--- src/rtl/lsu_mem_ctrl.sv ---
// Load/store initiator between the EX/MEM stage and a big-endian word-read DRAM.
package lsu_mem_ctrl_pkg;

    typedef enum logic [2:0] {
        LSU_LB  = 3'd0,
        LSU_LH  = 3'd1,
        LSU_LW  = 3'd2,
        LSU_LBU = 3'd3,
        LSU_LHU = 3'd4,
        LSU_SB  = 3'd5,
        LSU_SH  = 3'd6,
        LSU_SW  = 3'd7
    } load_store_func_code;

    localparam logic [1:0] LSU_ERR_OK      = 2'b00;
    localparam logic [1:0] LSU_ERR_ALIGN   = 2'b01;
    localparam logic [1:0] LSU_ERR_RANGE   = 2'b10;
    localparam logic [1:0] LSU_ERR_TIMEOUT = 2'b11;

endpackage

module lsu_mem_ctrl
    import lsu_mem_ctrl_pkg::*;
#(
    parameter int unsigned MEM_BYTES      = 1024,
    parameter int unsigned TIMEOUT_CYCLES = 16
) (
    input  logic                clock,
    input  logic                reset_n,
    input  logic                lsu_valid_ip,
    input  load_store_func_code lsu_operator_ip,
    input  logic [31:0]         lsu_addr_ip,
    input  logic [31:0]         lsu_wdata_ip,
    output logic                lsu_ready_op,
    output logic                lsu_busy_op,
    output logic                lsu_done_op,
    output logic [31:0]         lsu_rdata_op,
    output logic [1:0]          lsu_err_op,
    output logic                data_req_op,
    output logic [31:0]         data_addr_op,
    output logic                data_we_op,
    output logic [3:0]          data_be_op,
    output logic [31:0]         wdata_op,
    output load_store_func_code lsu_operator_op,
    input  logic                mem_gnt_ip,
    input  logic [31:0]         load_data_ip
);

    localparam int unsigned CNT_W = $clog2(TIMEOUT_CYCLES);
    localparam logic [CNT_W-1:0] CNT_LAST = CNT_W'(TIMEOUT_CYCLES - 1);

    typedef enum logic [1:0] {
        ST_IDLE = 2'd0,
        ST_REQ  = 2'd1,
        ST_DONE = 2'd2
    } state_t;

    state_t              state_q, state_d;
    logic [CNT_W-1:0]    cnt_q, cnt_d;
    load_store_func_code op_q, op_d;
    logic [1:0]          off_q, off_d;

    logic                ready_d, busy_d, done_d, req_d, we_d;
    logic [31:0]         rdata_d, addr_d, wdata_d;
    logic [1:0]          err_d;
    logic [3:0]          be_d;
    load_store_func_code opo_d;

    function automatic logic is_store(input load_store_func_code op);
        return (op == LSU_SB) || (op == LSU_SH) || (op == LSU_SW);
    endfunction

    // Halfwords need an even address, words a multiple of four.
    function automatic logic misaligned(input load_store_func_code op, input logic [1:0] off);
        logic bad;
        case (op)
            LSU_LH, LSU_LHU, LSU_SH: bad = off[0];
            LSU_LW, LSU_SW:          bad = (off != 2'b00);
            default:                 bad = 1'b0;
        endcase
        return bad;
    endfunction

    // be[3] is the lowest byte address within the word (big-endian lanes).
    function automatic logic [3:0] store_be(input load_store_func_code op, input logic [1:0] off);
        logic [3:0] be;
        case (op)
            LSU_SB:  be = 4'b1000 >> off;
            LSU_SH:  be = off[1] ? 4'b0011 : 4'b1100;
            default: be = 4'b1111;
        endcase
        return be;
    endfunction

    function automatic logic [31:0] store_wdata(input load_store_func_code op, input logic [1:0] off,
                                                input logic [31:0] d);
        logic [31:0] w;
        case (op)
            LSU_SB:  w = {4{d[7:0]}};
            LSU_SH:  w = off[1] ? {16'h0000, d[15:0]} : {d[15:0], 16'h0000};
            default: w = d;
        endcase
        return w;
    endfunction

    // Pick the addressed byte/half out of the DRAM word and extend it.
    function automatic logic [31:0] format_load(input load_store_func_code op, input logic [1:0] off,
                                                input logic [31:0] w);
        logic [7:0]  b;
        logic [15:0] h;
        logic [31:0] r;
        case (off)
            2'd0:    b = w[31:24];
            2'd1:    b = w[23:16];
            2'd2:    b = w[15:8];
            default: b = w[7:0];
        endcase
        h = off[1] ? w[15:0] : w[31:16];
        case (op)
            LSU_LB:  r = {{24{b[7]}}, b};
            LSU_LBU: r = {24'h000000, b};
            LSU_LH:  r = {{16{h[15]}}, h};
            LSU_LHU: r = {16'h0000, h};
            LSU_LW:  r = w;
            default: r = 32'h0000_0000;
        endcase
        return r;
    endfunction

    // Next-state and next registered-output decode.
    always_comb begin
        state_d = state_q;
        cnt_d   = cnt_q;
        op_d    = op_q;
        off_d   = off_q;
        ready_d = 1'b0;
        busy_d  = 1'b0;
        done_d  = 1'b0;
        rdata_d = 32'h0000_0000;
        err_d   = LSU_ERR_OK;
        req_d   = 1'b0;
        addr_d  = 32'h0000_0000;
        we_d    = 1'b0;
        be_d    = 4'b0000;
        wdata_d = 32'h0000_0000;
        opo_d   = LSU_LB;

        case (state_q)
            ST_IDLE: begin
                ready_d = 1'b1;
                cnt_d   = '0;
                if (lsu_valid_ip && lsu_ready_op) begin
                    op_d    = lsu_operator_ip;
                    off_d   = lsu_addr_ip[1:0];
                    ready_d = 1'b0;
                    busy_d  = 1'b1;
                    if (misaligned(lsu_operator_ip, lsu_addr_ip[1:0])) begin
                        state_d = ST_DONE;
                        done_d  = 1'b1;
                        err_d   = LSU_ERR_ALIGN;
                    end else if (lsu_addr_ip >= 32'(MEM_BYTES)) begin
                        state_d = ST_DONE;
                        done_d  = 1'b1;
                        err_d   = LSU_ERR_RANGE;
                    end else begin
                        state_d = ST_REQ;
                        req_d   = 1'b1;
                        addr_d  = {lsu_addr_ip[31:2], 2'b00};
                        we_d    = is_store(lsu_operator_ip);
                        be_d    = store_be(lsu_operator_ip, lsu_addr_ip[1:0]);
                        wdata_d = store_wdata(lsu_operator_ip, lsu_addr_ip[1:0], lsu_wdata_ip);
                        opo_d   = is_store(lsu_operator_ip) ? lsu_operator_ip : LSU_LW;
                    end
                end
            end
            ST_REQ: begin
                busy_d = 1'b1;
                if (mem_gnt_ip) begin
                    state_d = ST_DONE;
                    cnt_d   = '0;
                    done_d  = 1'b1;
                    rdata_d = is_store(op_q) ? 32'h0000_0000 : format_load(op_q, off_q, load_data_ip);
                end else if (cnt_q == CNT_LAST) begin
                    state_d = ST_DONE;
                    cnt_d   = '0;
                    done_d  = 1'b1;
                    err_d   = LSU_ERR_TIMEOUT;
                end else begin
                    cnt_d   = cnt_q + CNT_W'(1);
                    req_d   = 1'b1;
                    addr_d  = data_addr_op;
                    we_d    = data_we_op;
                    be_d    = data_be_op;
                    wdata_d = wdata_op;
                    opo_d   = lsu_operator_op;
                end
            end
            ST_DONE: begin
                state_d = ST_IDLE;
                ready_d = 1'b1;
            end
            default: begin
                state_d = ST_IDLE;
                ready_d = 1'b1;
            end
        endcase
    end

    // State, captured access and registered outputs.
    always_ff @(posedge clock or negedge reset_n) begin
        if (!reset_n) begin
            state_q         <= ST_IDLE;
            cnt_q           <= '0;
            op_q            <= LSU_LB;
            off_q           <= 2'b00;
            lsu_ready_op    <= 1'b1;
            lsu_busy_op     <= 1'b0;
            lsu_done_op     <= 1'b0;
            lsu_rdata_op    <= 32'h0000_0000;
            lsu_err_op      <= LSU_ERR_OK;
            data_req_op     <= 1'b0;
            data_addr_op    <= 32'h0000_0000;
            data_we_op      <= 1'b0;
            data_be_op      <= 4'b0000;
            wdata_op        <= 32'h0000_0000;
            lsu_operator_op <= LSU_LB;
        end else begin
            state_q         <= state_d;
            cnt_q           <= cnt_d;
            op_q            <= op_d;
            off_q           <= off_d;
            lsu_ready_op    <= ready_d;
            lsu_busy_op     <= busy_d;
            lsu_done_op     <= done_d;
            lsu_rdata_op    <= rdata_d;
            lsu_err_op      <= err_d;
            data_req_op     <= req_d;
            data_addr_op    <= addr_d;
            data_we_op      <= we_d;
            data_be_op      <= be_d;
            wdata_op        <= wdata_d;
            lsu_operator_op <= opo_d;
        end
    end

endmodule
--- config.mk ---
export PLATFORM = sky130hd
export DESIGN_NAME = lsu_mem_ctrl
export DESIGN_NICKNAME = d
export VERILOG_FILES = /design/src/rtl/lsu_mem_ctrl.sv
export SDC_FILE = /design/constraint.sdc
export NUM_CORES = 1
export LEC_CHECK = 0
export CAP_MARGIN = 20
export CORE_ASPECT_RATIO = 1.5
export CORE_MARGIN = 2
export CORE_UTILIZATION = 30
export DETAILED_ROUTE_END_ITERATION = 12
export SLEW_MARGIN = 20
export SYNTH_ARGS = -nofsm -noshare
export SYNTH_HDL_FRONTEND = slang
export SYNTH_SLANG_ARGS = --single-unit
--- constraint.sdc ---
create_clock -name clock -period 2.1 [get_ports clock]
set_input_delay 0.42 -clock clock [delete_from_list [all_inputs] [get_ports clock]]
set_output_delay 0.42 -clock clock [all_outputs]
set_load 0.02 [all_outputs]
==> impl_metrics.xml, run 1 <==
<?xml version="1.0" encoding="UTF-8"?>
<metrics>
  <group name="worst_setup_path">
    <metric name="timing.critical_path.required" unit="ps">2420</metric>
    <metric name="crit_path_cell_trace" unit="">dlygate4sd2_1 -&gt; or4_1 -&gt; or4_4 -&gt; buf_6 -&gt; or3_4 -&gt; o31ai_2</metric>
    <metric name="cp_slowest_stage_delay" unit="ps">560</metric>
    <metric name="worstReg2RegStart" unit="">lsu_ready_op</metric>
    <metric name="crit_path_start_kind" unit="">input pin</metric>
    <metric name="worst-setup-path-type" unit="">in2reg</metric>
    <metric name="reg2reg_setup_slack" unit="ps">160</metric>
    <metric name="r2r_end" unit="">data_addr_op[9]</metric>
    <metric name="cp_data_arrival_time" unit="ps">2380</metric>
    <metric name="timing.critical_path.to_type" unit="">register</metric>
    <metric name="ff2ff_path_depth" unit="">7</metric>
    <metric name="timing.critical_path.fanout_max" unit="">8</metric>
    <metric name="endpoint" unit="">lsu_operator_op[2]</metric>
    <metric name="startpoint" unit="">lsu_addr_ip[21]</metric>
    <metric name="critical_path.slowest_cell" unit="">or4_4</metric>
  </group>
  <group name="die">
    <metric name="floorplan.rows" unit="">57</metric>
    <metric name="start_util" unit="">0.307</metric>
    <metric name="chipWidth" unit="um">109</metric>
    <metric name="chipHeight" unit="um">162</metric>
    <metric name="core_area" unit="um^2">16300</metric>
    <metric name="total_die_area" unit="um^2">17700</metric>
    <metric name="design.portCount" unit="">213</metric>
  </group>
  <group name="layout">
    <metric name="diodes" unit="">0</metric>
    <metric name="final_net_count" unit="">803</metric>
    <metric name="drive_above_1_share" unit="">0.167</metric>
    <metric name="syn2layout_area_growth" unit="%">69.1</metric>
    <metric name="layout.cell_area.non_filler" unit="um^2">8450</metric>
  </group>
  <group name="yosys">
    <metric name="post_synth.cell_area_avg" unit="um^2">11.4</metric>
    <metric name="synth.cells.most_frequent" unit="">118 x dfrtp_1, 71 x nand2_1, 43 x o21ai_0</metric>
    <metric name="sequential_area_share_after_synthesis" unit="">0.596</metric>
    <metric name="synth-simple-area-share" unit="">0.134</metric>
    <metric name="syn_area" unit="um^2">5000</metric>
    <metric name="synthMuxAreaShare" unit="">0.0448</metric>
    <metric name="yosysTopAreaCell" unit="">dfrtp_1</metric>
    <metric name="post-synth-top-area-fraction" unit="">0.591</metric>
    <metric name="yosys_warnings" unit="">0</metric>
    <metric name="ys_ff_latch" unit="">119</metric>
    <metric name="synth_top_family_by_area" unit="">compound AO/OA/AOI/OAI gates</metric>
    <metric name="synth_fa_ha_area_frac" unit="">0.00250</metric>
    <metric name="ys.flop_type" unit="">dfrtp_1</metric>
    <metric name="fraction_of_synthesized_cell_area_in_xor_and_xnor_cells" unit="">0.00526</metric>
    <metric name="share_of_async_settable_or_async_resettable_flops_after_synthesis" unit="">1.00</metric>
    <metric name="post-synth-top-count-cell" unit="">dfrtp_1</metric>
    <metric name="syn-instance-count" unit="">440</metric>
    <metric name="yosys-top-cells-area" unit="">dfrtp_1 59%, nand2_1 5.3%, o21ai_0 4.3%</metric>
    <metric name="synth_compound_area_frac" unit="">0.184</metric>
    <metric name="count_of_cell_types_in_the_netlist" unit="">47</metric>
    <metric name="synth_edf_count" unit="">0</metric>
  </group>
  <group name="detailed_routing">
    <metric name="first_pass_iters" unit="">5</metric>
    <metric name="wl" unit="mm">17.4</metric>
    <metric name="drt_drc_violations_left" unit="">0</metric>
    <metric name="vias" unit="">4674</metric>
    <metric name="routed_wire_length_per_instance" unit="um">18.9</metric>
    <metric name="via_per_inst" unit="">5.09</metric>
    <metric name="remaining_antenna_violation_count" unit="">0</metric>
    <metric name="detail_route.iter0.violations" unit="">343</metric>
  </group>
  <group name="sta">
    <metric name="clock_skew" unit="ps">8.04</metric>
    <metric name="setup-violations-final" unit="">0</metric>
    <metric name="post_route_hold_slack" unit="ps">479</metric>
    <metric name="minimum_setup_slack_in_the_final_design" unit="ps">33.2</metric>
    <metric name="max_freq" unit="GHz">0.484</metric>
    <metric name="post-route-min-period" unit="ps">2070</metric>
    <metric name="hold_viol" unit="">0</metric>
    <metric name="worst_pin_slew" unit="ps">720</metric>
    <metric name="period_share" unit="">0.984</metric>
    <metric name="slew_viol_final" unit="">0</metric>
    <metric name="worst_slew_margin_rel" unit="">0.518</metric>
  </group>
  <group name="power_and_ir_drop">
    <metric name="sequential_fraction_of_design_power" unit="">0.370</metric>
    <metric name="power.ir.vdd_worst" unit="V">0.000427</metric>
    <metric name="finalPower" unit="mW">6.44</metric>
    <metric name="power.switching" unit="mW">1.53</metric>
    <metric name="power_report.internal_total" unit="mW">4.91</metric>
    <metric name="leakage" unit="nW">3.83</metric>
    <metric name="clkPwrFrac" unit="">0.491</metric>
    <metric name="power.density" unit="nW/um^2">762</metric>
    <metric name="combPwrFrac" unit="">0.139</metric>
    <metric name="swShare" unit="">0.238</metric>
  </group>
  <group name="global_routing">
    <metric name="grt_max_degree" unit="">76</metric>
    <metric name="first_global_vias" unit="">5000</metric>
    <metric name="gr-usage-all-layers" unit="">0.200</metric>
    <metric name="grt_antenna_before_repair" unit="">0</metric>
    <metric name="grt_pass1_wl" unit="mm">27.1</metric>
    <metric name="grt_remaining_overflow" unit="">0</metric>
  </group>
  <group name="clock_tree">
    <metric name="ctsRootBufferMaster" unit="">clkbuf_16</metric>
    <metric name="cts_num_sinks" unit="">119</metric>
    <metric name="cts_tree" unit="">built</metric>
    <metric name="cts_max_level" unit="">4</metric>
    <metric name="max-clock-path-buffers" unit="">2</metric>
    <metric name="numCtsBuffers" unit="">17</metric>
    <metric name="worstSkewPairLatency" unit="ps">410</metric>
    <metric name="clk_transition_reported_paths" unit="ps">60</metric>
  </group>
  <group name="placed_design">
    <metric name="placed_cell_area" unit="um^2">7670</metric>
    <metric name="place.port_buffers" unit="">210</metric>
    <metric name="gp_congestion" unit="">0.859</metric>
    <metric name="place_ws" unit="ps">-627</metric>
    <metric name="detailed_place_hpwl" unit="mm">12.4</metric>
  </group>
  <group name="worst_hold_path">
    <metric name="hold_path.class" unit="">reg2reg</metric>
    <metric name="hold_path_depth" unit="">2</metric>
  </group>
  <group name="run">
    <metric name="maxCapViolations" unit="">0</metric>
  </group>
  <group name="status">
    <metric name="result_of_the_run" unit="">completed</metric>
  </group>
</metrics>
==> power groups by stage <==
stage,logic [mW],registers [mW],clock network (mW)
floorplan,0.419,2.39,0
global placement,0.874,2.42,0
detailed placement,0.885,2.42,0
CTS,0.888,2.38,3.23
global route,0.971,2.39,3.36
finish,0.897,2.38,3.16
==> state kept, by name, summed over array words and instances (netlist names), 2 cells and up <==
register,cells
cnt_q,4
data_addr_op,30
data_be_op,4
lsu_err_op,2
lsu_operator_op,3
lsu_rdata_op,32
off_q,2
op_q,3
state_q,2
wdata_op,32
==> worst min path at each step <==
| stage | start | end |
|---|---|---|
| 2_1_floorplan | reset_n | cnt_q[0] |
| 3_3_place_gp | reset_n | data_addr_op[21] |
| 3_5_place_dp | reset_n | data_addr_op[21] |
| 4_1_cts | data_be_op[1] | data_be_op[1] |
| 5_1_grt | data_addr_op[25] | data_addr_op[25] |
| 6_report | wdata_op[28] | wdata_op[28] |
==> area by class of cell <==
| cell class | instances | area, um^2 |
|---|---|---|
| Clock buffer | 22 | 484 |
| Clock inverter | 10 | 168 |
| Fill cell | 1474 | 7810 |
| Multi-Input combinational cell | 290 | 1960 |
| Inverter | 3 | 11.3 |
| Tap cell | 206 | 258 |
| Sequential cell | 119 | 2980 |
| Timing Repair Buffer | 268 | 2590 |
==> routing by layer <==
layer,track usage,part of all wire,vias up
met2,0.355,0.53,250
li1,-,-,2131
met4,0.0829,0.029,0
met1,0.227,0.37,2265
met3,0.0441,0.071,28
met5,0,0,-
==> cell usage in the layout (no fill, tap or decap), types with 3 or more instances in the layout <==
master	instances
and2_1	23
a222oi_1	16
nor4_2	3
buf_4	50
mux2_2	3
nor2_1	18
clkbuf_8	4
a31oi_1	7
nand2_1	71
o21ai_0	25
a32o_1	8
clkbuf_16	17
inv_1	3
buf_12	5
a22o_1	10
dfrtp_1	118
dlygate4sd2_1	17
bufinv_16	4
clkinvlp_4	4
o21ai_1	19
clkdlybuf4s50_1	189
nand2b_1	5
or3_4	4
clkbuf_2	3
a21oi_1	5
xor2_1	3
a21o_1	16
a22oi_1	16
mux4_2	8
==> metrics by stage <==
step	util	TNS (ps)	std cells
2_1_floorplan	-	-2490	441
3_3_place_gp	0.472	-26930	877
3_5_place_dp	0.472	-27320	877
4_1_cts	0.518	0	916
5_1_grt	0.520	-0.209	918
6_report	0.520	0	918
==> logic make-up (layout without fill, tap and decap cells) <==
kind of cell | count (synthesis) | in the layout
AND/OR/NAND/NOR | 139 | 142
AO/OA/AOI/OAI | 130 | 130
flip-flops | 119 | 119
buffers and inverters | 35 | 303
multiplexers | 12 | 12
XOR/XNOR | 3 | 3
adder cells (fa/ha/maj) | 1 | 1
other | 1 | 2
==> what timing repair did <==
item / in CTS / in global routing
cloned: 3 / 1
pin swaps: 11 / 7
endpoints found under the hold margin: 30 / 0
gates resized for setup: 30 / 28
setup buffers: 3 / 1
setup endpoints to repair: 50 / 45
hold buffers: 1 / 0
==> worst max-delay path: cells and delay by family <==
family          cells  cell delay (ps)
compound gates      1              200
buf+inv             2              370
simple gates        3             1380
(Power assumes the default switching activity.)
==> run 2, diff against run 1 <==
--- a/config.mk
+++ b/config.mk
@@ -9,7 +9,9 @@
 export CORE_ASPECT_RATIO = 1.5
 export CORE_MARGIN = 2
 export CORE_UTILIZATION = 30
+export CTS_CLUSTER_SIZE = 10
 export DETAILED_ROUTE_END_ITERATION = 12
+export MAX_ROUTING_LAYER = met4
 export SLEW_MARGIN = 20
 export SYNTH_ARGS = -nofsm -noshare
 export SYNTH_HDL_FRONTEND = slang
==> constraint.sdc (replaced) <==
create_clock -name clock -period 2.4 [get_ports clock]
set_input_delay 0.48 -clock clock [delete_from_list [all_inputs] [get_ports clock]]
set_output_delay 0.48 -clock clock [all_outputs]
set_load 0.02 [all_outputs]
==> impl_metrics.xml, run 2 (same netlist as run 1, synthesis figures left out) <==
<?xml version="1.0" encoding="UTF-8"?>
<metrics>
  <group name="die">
    <metric name="core_area" unit="um^2">16300</metric>
    <metric name="chipWidth" unit="um">109</metric>
    <metric name="total_die_area" unit="um^2">17700</metric>
    <metric name="design.portCount" unit="">213</metric>
    <metric name="start_util" unit="">0.307</metric>
    <metric name="chipHeight" unit="um">162</metric>
    <metric name="floorplan.rows" unit="">57</metric>
  </group>
  <group name="global_routing">
    <metric name="grt_pass1_wl" unit="mm">25.1</metric>
    <metric name="grt_antenna_before_repair" unit="">0</metric>
    <metric name="gr-usage-all-layers" unit="">0.189</metric>
    <metric name="grt_max_degree" unit="">76</metric>
    <metric name="first_global_vias" unit="">4718</metric>
    <metric name="grt_remaining_overflow" unit="">0</metric>
  </group>
  <group name="sta">
    <metric name="worst_slew_margin_rel" unit="">0.532</metric>
    <metric name="setup_tns" unit="ps">0</metric>
    <metric name="period_share" unit="">0.980</metric>
    <metric name="max_freq" unit="GHz">0.425</metric>
    <metric name="setup-violations-final" unit="">0</metric>
    <metric name="worst_pin_slew" unit="ps">699</metric>
    <metric name="slew_viol_final" unit="">0</metric>
    <metric name="post-route-min-period" unit="ps">2350</metric>
    <metric name="minimum_setup_slack_in_the_final_design" unit="ps">47.3</metric>
    <metric name="grt_setup_unrepaired" unit="">no</metric>
    <metric name="hold_viol" unit="">0</metric>
    <metric name="clock_skew" unit="ps">12.0</metric>
  </group>
  <group name="worst_setup_path">
    <metric name="timing.critical_path.fanout_max" unit="">32</metric>
    <metric name="crit_path_start_kind" unit="">input pin</metric>
    <metric name="cp_data_arrival_time" unit="ps">2660</metric>
    <metric name="timing.critical_path.to_type" unit="">register</metric>
    <metric name="timing.critical_path.required" unit="ps">2710</metric>
    <metric name="worst-setup-path-type" unit="">in2reg</metric>
  </group>
  <group name="detailed_routing">
    <metric name="first_pass_iters" unit="">5</metric>
    <metric name="via_per_inst" unit="">5.05</metric>
    <metric name="drt_drc_violations_left" unit="">0</metric>
    <metric name="vias" unit="">4487</metric>
    <metric name="remaining_antenna_violation_count" unit="">0</metric>
    <metric name="wl" unit="mm">16.0</metric>
    <metric name="routed_wire_length_per_instance" unit="um">18.0</metric>
    <metric name="detail_route.iter0.violations" unit="">240</metric>
  </group>
  <group name="power_and_ir_drop">
    <metric name="power.ir.vdd_worst" unit="V">0.000453</metric>
    <metric name="power.density" unit="nW/um^2">692</metric>
    <metric name="leakage" unit="nW">3.66</metric>
  </group>
  <group name="clock_tree">
    <metric name="clk_transition_reported_paths" unit="ps">60</metric>
    <metric name="cts_tree" unit="">built</metric>
    <metric name="numCtsBuffers" unit="">17</metric>
    <metric name="max-clock-path-buffers" unit="">2</metric>
    <metric name="ctsRootBufferMaster" unit="">clkbuf_16</metric>
    <metric name="cts_num_sinks" unit="">119</metric>
    <metric name="worstSkewPairLatency" unit="ps">410</metric>
    <metric name="cts_max_level" unit="">4</metric>
    <metric name="postCtsSetupRepairBufs" unit="">0</metric>
  </group>
  <group name="status">
    <metric name="result_of_the_run" unit="">completed</metric>
  </group>
  <group name="layout">
    <metric name="syn2layout_area_growth" unit="%">63.6</metric>
    <metric name="final_common_cell" unit="">clkdlybuf4s50_1</metric>
    <metric name="layout_top_registers" unit="">lsu_rdata_op x32, wdata_op x32, data_addr_op x30</metric>
    <metric name="number_of_non_filler_instances_in_the_completed_layout" unit="">888</metric>
    <metric name="final_net_count" unit="">773</metric>
    <metric name="mostFrequentLayoutCells" unit="">209 x clkdlybuf4s50_1, 118 x dfrtp_1, 71 x nand2_1</metric>
    <metric name="drive_above_1_share" unit="">0.122</metric>
    <metric name="diodes" unit="">0</metric>
  </group>
  <group name="placed_design">
    <metric name="detailed_place_hpwl" unit="mm">11.8</metric>
    <metric name="gp_congestion" unit="">0.886</metric>
    <metric name="place.port_buffers" unit="">210</metric>
    <metric name="place_inst" unit="">855</metric>
    <metric name="place_ws" unit="ps">-392</metric>
  </group>
  <group name="run">
    <metric name="maxCapViolations" unit="">0</metric>
  </group>
  <group name="worst_hold_path">
    <metric name="hold_path.class" unit="">reg2reg</metric>
  </group>
</metrics>
## run 2: cell count changes in the layout (fill, tap and decap cells not counted), sizes merged
cell,before,now
clkinvlp,4,0
clkdlybuf4s50,189,209
buf,58,31
clkinv,2,4
clkbuf,25,17
bufinv,4,5
inv,3,9
dlygate4sd2,17,0
or3,6,3
## run 2: power breakdown
part           switching [mW]  internal, mW
clock                   0.981          1.87
combinational           0.326         0.378
sequential             0.0712          2.03
total                    1.38          4.28
## run 2: timing repair
| action | in CTS | in global routing |
|---|---|---|
| resized for setup | 0 | 1 |
| hold buffers | 1 | 0 |
| endpoints found under the hold margin | 15 | 0 |
| endpoints found under the setup margin | 0 | 1 |
## run 2: stage by stage
step / power [mW] / utilization / hold WS, ps / instance area, um^2
floorplan: 2.46 / - / 184 / 5000
global placement: 2.82 / 0.461 / 357 / 7500
detailed placement: 2.84 / 0.461 / 361 / 7500
CTS: 5.74 / 0.502 / 473 / 8170
global route: 5.92 / 0.503 / 490 / 8180
finish: 5.66 / 0.503 / 471 / 8180
## run 2: path summary, 6_finish.rpt
check                                     end  depth (start not counted)                from  slack, ps
hold reg to reg            lsu_operator_op[2]                          2  lsu_operator_op[2]        470
min in group asynchronous     lsu_rdata_op[1]                          2             reset_n        490
setup reg to reg           lsu_operator_op[2]                          4        lsu_ready_op        560
setup / recovery           lsu_operator_op[2]                          5     lsu_addr_ip[21]         50
max in group asynchronous         wdata_op[5]                          3             reset_n       1200
hold / removal             lsu_operator_op[2]                          2  lsu_operator_op[2]        470
## run 2: routing by layer
| metal | global-route usage | share of wire | wire, um |
|---|---|---|---|
| met1 | 0.212 | 0.38 | 6150 |
| met2 | 0.318 | 0.50 | 8020 |
| met4 | 0.0765 | 0.033 | 524 |
| met3 | 0.0461 | 0.081 | 1290 |
| met5 | - | 0 | 0 |
## run 2: area by class of cell
class	count	area (um^2)
Tap cell	206	258
Fill cell	1441	8090
Sequential cell	119	2980
Inverter	3	11.3
Multi-Input combinational cell	287	1880
Timing Repair Buffer	241	2380
Clock inverter	15	238
Clock buffer	17	425
## run 2: worst max-delay path, stage by stage
cell and delay (ps):
clkdlybuf4s50_1 390, or4_1 510, or4_4 520, or3_4 490, o31ai_1 260
